**config.mk**
```make
export PLATFORM = sky130hd
export DESIGN_NAME = id_operand_interlock_flat
export DESIGN_NICKNAME = d
export VERILOG_FILES = /design/src/rtl/id_operand_interlock_if.sv /design/src/rtl/id_operand_interlock.sv /design/src/flat_wrapper.sv
export SDC_FILE = /design/constraint.sdc
export NUM_CORES = 1
export LEC_CHECK = 0
export CAP_MARGIN = 5
export CORE_MARGIN = 5
export CORE_UTILIZATION = 33
export DETAILED_ROUTE_END_ITERATION = 6
export PLACE_DENSITY_LB_ADDON = 0.12
export SYNTH_ARGS = -nofsm -noshare
export SYNTH_HDL_FRONTEND = slang
export SYNTH_SLANG_ARGS = --single-unit
```
**constraint.sdc**
```tcl
create_clock -name clk -period 3.9 [get_ports clk]
set_input_delay 0.78 -clock clk [delete_from_list [all_inputs] [get_ports clk]]
set_output_delay 0.78 -clock clk [all_outputs]
set_load 0.01 [all_outputs]
```
**src/rtl/id_operand_interlock_if.sv**
```systemverilog
// Bundle between the decode stage, the downstream forwarding slots, writeback and EX
// for id_operand_interlock.
//   master : upstream/testbench side. It drives the ID instruction, forward slots,
//            writeback, ex_allowin and flush, and observes the EX register.
//   slave  : id_operand_interlock side.
//   stall_cnt is present only when MYCPU_STALL_CNT_EN is defined.
interface id_operand_interlock_if #(
  parameter int unsigned DATA_W    = 32,
  parameter int unsigned AW        = 5,
  parameter int unsigned FWD_DEPTH = 3
);
  // ID-stage instruction
  logic                        id_valid;
  logic [AW-1:0]               id_rs;
  logic [AW-1:0]               id_rt;
  logic                        id_use_rs;
  logic                        id_use_rt;
  logic [AW-1:0]               id_dest;
  logic                        id_wen;
  logic                        id_late;
  logic                        id_allowin;
  // forwarding slots, slot 0 youngest
  logic [FWD_DEPTH-1:0]        fwd_valid;
  logic [FWD_DEPTH*AW-1:0]     fwd_dest;
  logic [FWD_DEPTH-1:0]        fwd_rdy;
  logic [FWD_DEPTH*DATA_W-1:0] fwd_data;
  // writeback port
  logic                        rf_wen;
  logic [AW-1:0]               rf_waddr;
  logic [DATA_W-1:0]           rf_wdata;
  // EX stage
  logic                        ex_allowin;
  logic                        flush;
  logic                        ex_valid;
  logic [DATA_W-1:0]           ex_rs_data;
  logic [DATA_W-1:0]           ex_rt_data;
  logic [AW-1:0]               ex_dest;
  logic                        ex_wen;
  logic                        ex_late;
  logic                        stall;
`ifdef MYCPU_STALL_CNT_EN
  logic [31:0]                 stall_cnt;
`endif

  modport master (
    output id_valid, id_rs, id_rt, id_use_rs, id_use_rt, id_dest, id_wen, id_late,
    output fwd_valid, fwd_dest, fwd_rdy, fwd_data,
    output rf_wen, rf_waddr, rf_wdata,
    output ex_allowin, flush,
    input  id_allowin, ex_valid, ex_rs_data, ex_rt_data, ex_dest, ex_wen, ex_late, stall
`ifdef MYCPU_STALL_CNT_EN
    , input stall_cnt
`endif
  );

  modport slave (
    input  id_valid, id_rs, id_rt, id_use_rs, id_use_rt, id_dest, id_wen, id_late,
    input  fwd_valid, fwd_dest, fwd_rdy, fwd_data,
    input  rf_wen, rf_waddr, rf_wdata,
    input  ex_allowin, flush,
    output id_allowin, ex_valid, ex_rs_data, ex_rt_data, ex_dest, ex_wen, ex_late, stall
`ifdef MYCPU_STALL_CNT_EN
    , output stall_cnt
`endif
  );
endinterface

```
**src/rtl/id_operand_interlock.sv**
```systemverilog
// Decode-stage operand unit. It holds the register file (write-through, r0 = 0) and
// resolves rs/rt through an N-slot forwarding network with a load-use interlock. It
// also holds the ID->EX pipeline register with a valid/allowin handshake, flush and
// bubble insertion.
// Ports:
//   clk : clock
//   rst : synchronous active-high reset. It clears the EX register and the stall
//         counter. The register file is not cleared.
//   bus : id_operand_interlock_if.slave, carrying the ID instruction, forward slots,
//         writeback, and the EX register outputs/handshake.
//         id_allowin and stall are combinational.
// Optional: define MYCPU_STALL_CNT_EN to add the saturating 32-bit bus.stall_cnt.
module id_operand_interlock #(
  parameter int unsigned DATA_W    = 32,
  parameter int unsigned AW        = 5,
  parameter int unsigned FWD_DEPTH = 3
) (
  input logic                   clk,
  input logic                   rst,
  id_operand_interlock_if.slave bus
);

  localparam int unsigned NREG = 1 << AW;

  logic [DATA_W-1:0] rf_q [NREG];

  logic [DATA_W-1:0] rs_rf, rt_rf;
  logic [DATA_W-1:0] rs_val, rt_val;
  logic              rs_found, rt_found;
  logic              hazard_rs, hazard_rt;
  logic              stall, id_allowin, fire;

  logic              ex_valid_q, ex_valid_d;
  logic [DATA_W-1:0] ex_rs_q, ex_rs_d;
  logic [DATA_W-1:0] ex_rt_q, ex_rt_d;
  logic [AW-1:0]     ex_dest_q, ex_dest_d;
  logic              ex_wen_q, ex_wen_d;
  logic              ex_late_q, ex_late_d;

  // Register file write. Writes to r0 are dropped.
  always_ff @(posedge clk) begin
    if (bus.rf_wen && (bus.rf_waddr != '0)) begin
      rf_q[bus.rf_waddr] <= bus.rf_wdata;
    end
  end

  // Combinational read with write-through bypass of the same-cycle writeback.
  always_comb begin
    if (bus.id_rs == '0) begin
      rs_rf = '0;
    end else if (bus.rf_wen && (bus.rf_waddr == bus.id_rs)) begin
      rs_rf = bus.rf_wdata;
    end else begin
      rs_rf = rf_q[bus.id_rs];
    end
    if (bus.id_rt == '0) begin
      rt_rf = '0;
    end else if (bus.rf_wen && (bus.rf_waddr == bus.id_rt)) begin
      rt_rf = bus.rf_wdata;
    end else begin
      rt_rf = rf_q[bus.id_rt];
    end
  end

  // Forwarding scan: the first (youngest) matching slot decides the operand.
  // If that slot's result is not ready yet, the source is hazarded, even when an
  // older slot has a ready value.
  always_comb begin
    rs_found  = 1'b0;
    rt_found  = 1'b0;
    hazard_rs = 1'b0;
    hazard_rt = 1'b0;
    rs_val    = rs_rf;
    rt_val    = rt_rf;
    for (int i = 0; i < int'(FWD_DEPTH); i++) begin
      if (!rs_found && bus.fwd_valid[i] && (bus.id_rs != '0) &&
          (bus.fwd_dest[i*AW +: AW] == bus.id_rs)) begin
        rs_found  = 1'b1;
        hazard_rs = ~bus.fwd_rdy[i];
        rs_val    = bus.fwd_data[i*DATA_W +: DATA_W];
      end
      if (!rt_found && bus.fwd_valid[i] && (bus.id_rt != '0) &&
          (bus.fwd_dest[i*AW +: AW] == bus.id_rt)) begin
        rt_found  = 1'b1;
        hazard_rt = ~bus.fwd_rdy[i];
        rt_val    = bus.fwd_data[i*DATA_W +: DATA_W];
      end
    end
  end

  // Interlock and handshake
  always_comb begin
    stall      = bus.id_valid & ((bus.id_use_rs & hazard_rs) | (bus.id_use_rt & hazard_rt));
    id_allowin = ~stall & (bus.ex_allowin | ~ex_valid_q);
    fire       = bus.id_valid & id_allowin;
  end

  // EX register next state. Flush beats fire. A drained slot with no fire
  // becomes a bubble.
  always_comb begin
    ex_valid_d = ex_valid_q;
    ex_rs_d    = ex_rs_q;
    ex_rt_d    = ex_rt_q;
    ex_dest_d  = ex_dest_q;
    ex_wen_d   = ex_wen_q;
    ex_late_d  = ex_late_q;
    if (bus.flush) begin
      ex_valid_d = 1'b0;
      ex_wen_d   = 1'b0;
    end else if (fire) begin
      ex_valid_d = 1'b1;
      ex_rs_d    = rs_val;
      ex_rt_d    = rt_val;
      ex_dest_d  = bus.id_dest;
      ex_wen_d   = bus.id_wen;
      ex_late_d  = bus.id_late;
    end else if (bus.ex_allowin) begin
      ex_valid_d = 1'b0;
      ex_wen_d   = 1'b0;
    end
  end

  // EX register state
  always_ff @(posedge clk) begin
    if (rst) begin
      ex_valid_q <= 1'b0;
      ex_rs_q    <= '0;
      ex_rt_q    <= '0;
      ex_dest_q  <= '0;
      ex_wen_q   <= 1'b0;
      ex_late_q  <= 1'b0;
    end else begin
      ex_valid_q <= ex_valid_d;
      ex_rs_q    <= ex_rs_d;
      ex_rt_q    <= ex_rt_d;
      ex_dest_q  <= ex_dest_d;
      ex_wen_q   <= ex_wen_d;
      ex_late_q  <= ex_late_d;
    end
  end

  assign bus.stall      = stall;
  assign bus.id_allowin = id_allowin;
  assign bus.ex_valid   = ex_valid_q;
  assign bus.ex_rs_data = ex_rs_q;
  assign bus.ex_rt_data = ex_rt_q;
  assign bus.ex_dest    = ex_dest_q;
  assign bus.ex_wen     = ex_wen_q;
  assign bus.ex_late    = ex_late_q;

`ifdef MYCPU_STALL_CNT_EN
  localparam int unsigned CNT_W = 32;

  logic [CNT_W-1:0] stall_cnt_q, stall_cnt_d;

  // Saturating count of stalled cycles
  always_comb begin
    stall_cnt_d = stall_cnt_q;
    if (stall && (stall_cnt_q != '1)) begin
      stall_cnt_d = stall_cnt_q + CNT_W'(1);
    end
  end

  always_ff @(posedge clk) begin
    if (rst) begin
      stall_cnt_q <= '0;
    end else begin
      stall_cnt_q <= stall_cnt_d;
    end
  end

  assign bus.stall_cnt = stall_cnt_q;
`endif

endmodule

```
**src/flat_wrapper.sv**
```systemverilog
// flat-port wrapper written by rule: the top's interface ports become plain ports
module id_operand_interlock_flat 
#(
  parameter int unsigned DATA_W    = 32,
  parameter int unsigned AW        = 5,
  parameter int unsigned FWD_DEPTH = 3
)
  (clk, rst, bus_id_valid, bus_id_rs, bus_id_rt, bus_id_use_rs, bus_id_use_rt, bus_id_dest, bus_id_wen, bus_id_late, bus_fwd_valid, bus_fwd_dest, bus_fwd_rdy, bus_fwd_data, bus_rf_wen, bus_rf_waddr, bus_rf_wdata, bus_ex_allowin, bus_flush, bus_id_allowin, bus_ex_valid, bus_ex_rs_data, bus_ex_rt_data, bus_ex_dest, bus_ex_wen, bus_ex_late, bus_stall);
  id_operand_interlock_if #(.DATA_W(DATA_W), .AW(AW), .FWD_DEPTH(FWD_DEPTH)) bus_i ();
  input logic clk;
  input logic rst;
  input wire logic [$bits(bus_i.id_valid)-1:0] bus_id_valid;
  input wire logic [$bits(bus_i.id_rs)-1:0] bus_id_rs;
  input wire logic [$bits(bus_i.id_rt)-1:0] bus_id_rt;
  input wire logic [$bits(bus_i.id_use_rs)-1:0] bus_id_use_rs;
  input wire logic [$bits(bus_i.id_use_rt)-1:0] bus_id_use_rt;
  input wire logic [$bits(bus_i.id_dest)-1:0] bus_id_dest;
  input wire logic [$bits(bus_i.id_wen)-1:0] bus_id_wen;
  input wire logic [$bits(bus_i.id_late)-1:0] bus_id_late;
  input wire logic [$bits(bus_i.fwd_valid)-1:0] bus_fwd_valid;
  input wire logic [$bits(bus_i.fwd_dest)-1:0] bus_fwd_dest;
  input wire logic [$bits(bus_i.fwd_rdy)-1:0] bus_fwd_rdy;
  input wire logic [$bits(bus_i.fwd_data)-1:0] bus_fwd_data;
  input wire logic [$bits(bus_i.rf_wen)-1:0] bus_rf_wen;
  input wire logic [$bits(bus_i.rf_waddr)-1:0] bus_rf_waddr;
  input wire logic [$bits(bus_i.rf_wdata)-1:0] bus_rf_wdata;
  input wire logic [$bits(bus_i.ex_allowin)-1:0] bus_ex_allowin;
  input wire logic [$bits(bus_i.flush)-1:0] bus_flush;
  output wire logic [$bits(bus_i.id_allowin)-1:0] bus_id_allowin;
  output wire logic [$bits(bus_i.ex_valid)-1:0] bus_ex_valid;
  output wire logic [$bits(bus_i.ex_rs_data)-1:0] bus_ex_rs_data;
  output wire logic [$bits(bus_i.ex_rt_data)-1:0] bus_ex_rt_data;
  output wire logic [$bits(bus_i.ex_dest)-1:0] bus_ex_dest;
  output wire logic [$bits(bus_i.ex_wen)-1:0] bus_ex_wen;
  output wire logic [$bits(bus_i.ex_late)-1:0] bus_ex_late;
  output wire logic [$bits(bus_i.stall)-1:0] bus_stall;
  assign bus_i.id_valid = bus_id_valid;
  assign bus_i.id_rs = bus_id_rs;
  assign bus_i.id_rt = bus_id_rt;
  assign bus_i.id_use_rs = bus_id_use_rs;
  assign bus_i.id_use_rt = bus_id_use_rt;
  assign bus_i.id_dest = bus_id_dest;
  assign bus_i.id_wen = bus_id_wen;
  assign bus_i.id_late = bus_id_late;
  assign bus_i.fwd_valid = bus_fwd_valid;
  assign bus_i.fwd_dest = bus_fwd_dest;
  assign bus_i.fwd_rdy = bus_fwd_rdy;
  assign bus_i.fwd_data = bus_fwd_data;
  assign bus_i.rf_wen = bus_rf_wen;
  assign bus_i.rf_waddr = bus_rf_waddr;
  assign bus_i.rf_wdata = bus_rf_wdata;
  assign bus_i.ex_allowin = bus_ex_allowin;
  assign bus_i.flush = bus_flush;
  assign bus_id_allowin = bus_i.id_allowin;
  assign bus_ex_valid = bus_i.ex_valid;
  assign bus_ex_rs_data = bus_i.ex_rs_data;
  assign bus_ex_rt_data = bus_i.ex_rt_data;
  assign bus_ex_dest = bus_i.ex_dest;
  assign bus_ex_wen = bus_i.ex_wen;
  assign bus_ex_late = bus_i.ex_late;
  assign bus_stall = bus_i.stall;
  id_operand_interlock #(.DATA_W(DATA_W), .AW(AW), .FWD_DEPTH(FWD_DEPTH)) u_core (.clk(clk), .rst(rst), .bus(bus_i));
endmodule
```
==> parameters.txt <==
Parameter                              Value

Synthesis
  Post-synthesis sequential area ratio    61.1%
  Most common flop cell mapped by yosys    edfxtp_1
  Post-synthesis instance area    about 53000 µm²
  Mean cell area of the mapped netlist    16.4 µm²
  Post-synth EDFFs    1024
  Synthesis warning total    0
  Share of flip-flops with an asynchronous set or reset after synthesis    0%
  Post-Synthesis Cells    around 3200
  Total of flip-flops plus latches after synthesis    1096
  Number of unique standard cell types used by synthesis    between 70 and 80

Detailed routing
  Vias per cell    6.19
  Met2 Wirelength    roughly 100 mm
  DRC errors left    0
  Number of iterations in the first detailed-routing pass    5
  Routed wl met3    20.6 mm
  Uppermost routed layer    met5
  Vias after detailed routing    roughly 36000
  Count of routing violations after the opening detailed-route iteration    approximately 4400
  Post-detailed-routing wire length    218 mm
  Remaining number of nets flagged by the antenna check after routing    0
  Post-route met1 wirelength    90.0 mm
  Routed WL per cell    37.3 µm

Job
  Max-capacitance violation count    0

Worst setup path
  Max stage delay cell, worst path    buf_4
  Cell count of the worst reg-to-reg path    7
  Worst EP required    4.57 ns
  Crit-path max FO    67
  Arrival time worst endpoint    approximately 4.5 ns
  Buf+Inv Stages, Crit Path    3
  Kind of capture point of the worst setup path    flop
  Worst setup path category    primary input to flop
  Reg2reg end    u_core.bus.ex_rs_data[17]$_SDFFE_PP0P_
  Largest stage delay on the critical path    0.93 ns
  Startpoint type of the worst setup path    primary input
  Startpoint of the worst-slack reg-to-reg timing path    u_core.rf_q[23][17]$_DFFE_PP_
  Worst setup slack for register-to-register paths    1.31 ns
  Most numerous cell on the critical path    buf_4
  Series of cell instances along the critical path    clkdlybuf4s50_1 -> xor2_1 -> nor4_4 -> buf_4 -> a21boi_4 -> buf_4 -> nand4_1 -> nand3_1 -> o221ai_1 -> o22ai_1
  Category of cells accounting for the largest share of critical-path delay    buffers and inverters
  Critical path origin    bus_fwd_dest[3]

Outcome
  Run status    complete, no violations

Floorplan
  Vert. Die Dim    410 µm
  Effective utilization at floorplan    33.2%
  Die area    168000 µm²
  Core Box Area    159000 µm²
  Number of core rows    146
  Top Ports    ~250
  Die width    between 400 and 500 µm

STA
  Actual transition at the worst max-transition pin    approximately 1.3 ns
  Final Skew    0.0269 ns
  Final min period    3.84 ns
  FMAX    261 MHz
  Worst max-slew margin expressed relative to the limit    15.2%
  Final hold viol count    0
  Unrepaired setup endpoints after global routing    no
  Crit share post-route    98.4%
  Max-slew violations    0
  Setup-failing EPs final    0

GRT
  Maximum number of pins on one net before global-route repair    83
  Total gr overflow    0
  First-pass GRT wire length    between 200 and 300 mm
  Initial antenna violation count    25
  Overall fraction of global-route tracks in use    25.2%
  Vias in the first global route    about 37000

Power
  Power share of the sequential group    between 40% and 50%
  Pwr Total    27.9 mW
  Leakage    approximately 21 nW
  Clock power frac    40.8%
  Internal cell power    21.0 mW
  Comb pwr share    12.0%
  Power spent charging and discharging nets    6.94 mW
  Worst IR Drop VDD    around 0.36 mV
  Proportion of total power due to net switching    between 20% and 30%
  Pwr/cell area    roughly 440 nW/µm²

Clock network
  Inserted Clock Buffers    117
  Clock Tree Buf Depth    3
  H-Tree Level Count    3
  Clock transition at the registers of the reported paths    0.06 ns
  TritonCTS clock tree    done
  Root buf cell    clkbuf_16
  Clock latency reported for the late side of the worst-skew pair    approximately 0.75 ns
  # clock sinks    1096

Worst hold path
  Cells on Worst Hold Path    2
  Worst-case hold path end point    u_core.bus.ex_rt_data[12]$_SDFFE_PP0P_
  Min-delay src    u_core.bus.ex_rt_data[12]$_SDFFE_PP0P_
  Min-Delay Path Class    flop to flop

Cells and area
  Fraction of layout instances using a drive strength above 1    26.3%
  Post-layout nets    3840
  Commonest cells after routing, fill and taps aside    edfxtp_1, mux4_2, mux2i_1
  Utilization after layout    40.4%
  Fill cells    14300
  Area overhead of the layout relative to synthesis    21.6%
  Most common library cell in the layout ignoring fill and taps    edfxtp_1

Place
  Half-perimeter wire length of the detailed placement result    around 140 mm
  Quantity of I/O buffers inserted on ports    252
  Routability congestion estimate from global placement    0.898
-- worst register-to-register path, cell delays in order (launching register included) --
cell and delay [ns]:
edfxtp_1 0.39, mux4_2 0.49, a22o_1 0.25, a221oi_1 0.47, a41oi_1 0.28, buf_4 0.24
o221ai_1 0.21, a311oi_2 0.13
-- area by class of cell --
class / instances / area, µm² / area share [%]
sequential: 1096 / 32200 / 50.2
multi-input combinational: 1844 / 19400 / 30.2
timing repair buffer: 593 / 6030 / 9.40
clock buffer: 141 / 3040 / 4.74
tap: 2072 / 2590 / 4.04
clock inverter: 79 / 836 / 1.30
inverter: 9 / 33.8 / 0.0527
antenna: 7 / 17.5 / 0.0273
-- power groups by stage --
| stage | Sequential (mW) | Combinational, mW | Clock (mW) |
|---|---|---|---|
| floorplan | 13.4 | 1.61 | 0 |
| global placement | 13.4 | 3.30 | 0 |
| detailed placement | 13.4 | 3.33 | 0 |
| CTS | 13.2 | 3.34 | 11.6 |
| global route | 13.2 | 3.51 | 12.1 |
| finish | 13.2 | 3.36 | 11.4 |
-- Yosys cell counts (6+ instances only) --
master | n | area [µm²]
a21o_1 | 9 | 67.6
a21oi_1 | 143 | 716
a221oi_1 | 23 | 201
a22o_1 | 23 | 201
a22oi_1 | 112 | 841
a311oi_2 | 27 | 405
a32oi_1 | 32 | 280
a41oi_1 | 24 | 210
and3_1 | 8 | 50.1
buf_1 | 21 | 78.8
buf_2 | 71 | 355
buf_4 | 10 | 75.1
buf_6 | 37 | 417
clkbuf_1 | 138 | 518
dfxtp_1 | 72 | 1440
edfxtp_1 | 1024 | 30700
inv_1 | 8 | 30.0
mux2i_1 | 345 | 3450
mux4_2 | 373 | 8400
nand2_1 | 168 | 631
nand2b_1 | 6 | 37.5
nand3_1 | 127 | 636
nand4_1 | 44 | 275
nor2_1 | 31 | 116
nor2b_1 | 9 | 56.3
nor3_1 | 16 | 80.1
o21ai_0 | 34 | 170
o221ai_1 | 60 | 526
o22ai_1 | 92 | 576
o31ai_1 | 7 | 52.6
xnor2_1 | 15 | 131
xor2_1 | 25 | 219
-- worst max-delay path by stage --
stage	slack, ns	cells after the start	endpoint
floorplan	-0.12	3	u_core.rf_q[13][0]$_DFFE_PP_
global placement	-0.54	9	u_core.bus.ex_rt_data[17]$_SDFFE_PP0P_
detailed placement	-0.61	9	u_core.bus.ex_rt_data[17]$_SDFFE_PP0P_
CTS	0.003	11	bus_id_allowin
global route	0.03	10	u_core.bus.ex_rt_data[9]$_SDFFE_PP0P_
finish	0.06	10	u_core.bus.ex_rt_data[2]$_SDFFE_PP0P_
-- stage by stage --
step	cell area (µm²)	cells	setup slack (ns)	setup TNS (ns)	hold slack (ns)
floorplan	52800	3236	-0.116	-9.07	0.491
global placement	60200	5611	-0.544	-9.50	0.455
detailed placement	60200	5611	-0.607	-12.14	0.462
CTS	64100	5834	0.00266	0	0.475
global route	64100	5838	0.0256	0	0.492
finish	64100	5841	0.0615	0	0.476
-- what timing repair did --
item	CTS	global route
hold buffers	0	0
pin swaps	2	1
endpoints found under the setup margin	2	2
buffers inserted	3	0
resized for setup	6	5
-- kinds of logic after synthesis --
family	share of synthesized area [%]
AND/OR/NAND/NOR	4.12
flip-flops	61.1
XOR/XNOR	0.665
other	0.00712
buffers and inverters	3.11
AO/OA/AOI/OAI	8.53
multiplexers	22.5
-- registers in the layout, indices dropped and copies added (netlist names) --
register	cells
u_core.bus.ex_dest	5
u_core.bus.ex_late	1
u_core.bus.ex_rs_data	32
u_core.bus.ex_rt_data	32
u_core.bus.ex_wen	1
u_core.rf_q	1024
u_core.bus.ex_valid	1
-- metal layers --
metal / track usage, % / vias to the layer above
li1: - / 14400
met1: 35.2 / 19200
met2: 39.5 / 2159
met3: 5.28 / 353
met4: 8.45 / 2
met5: 0 / -
(Power assumes the default switching activity.)
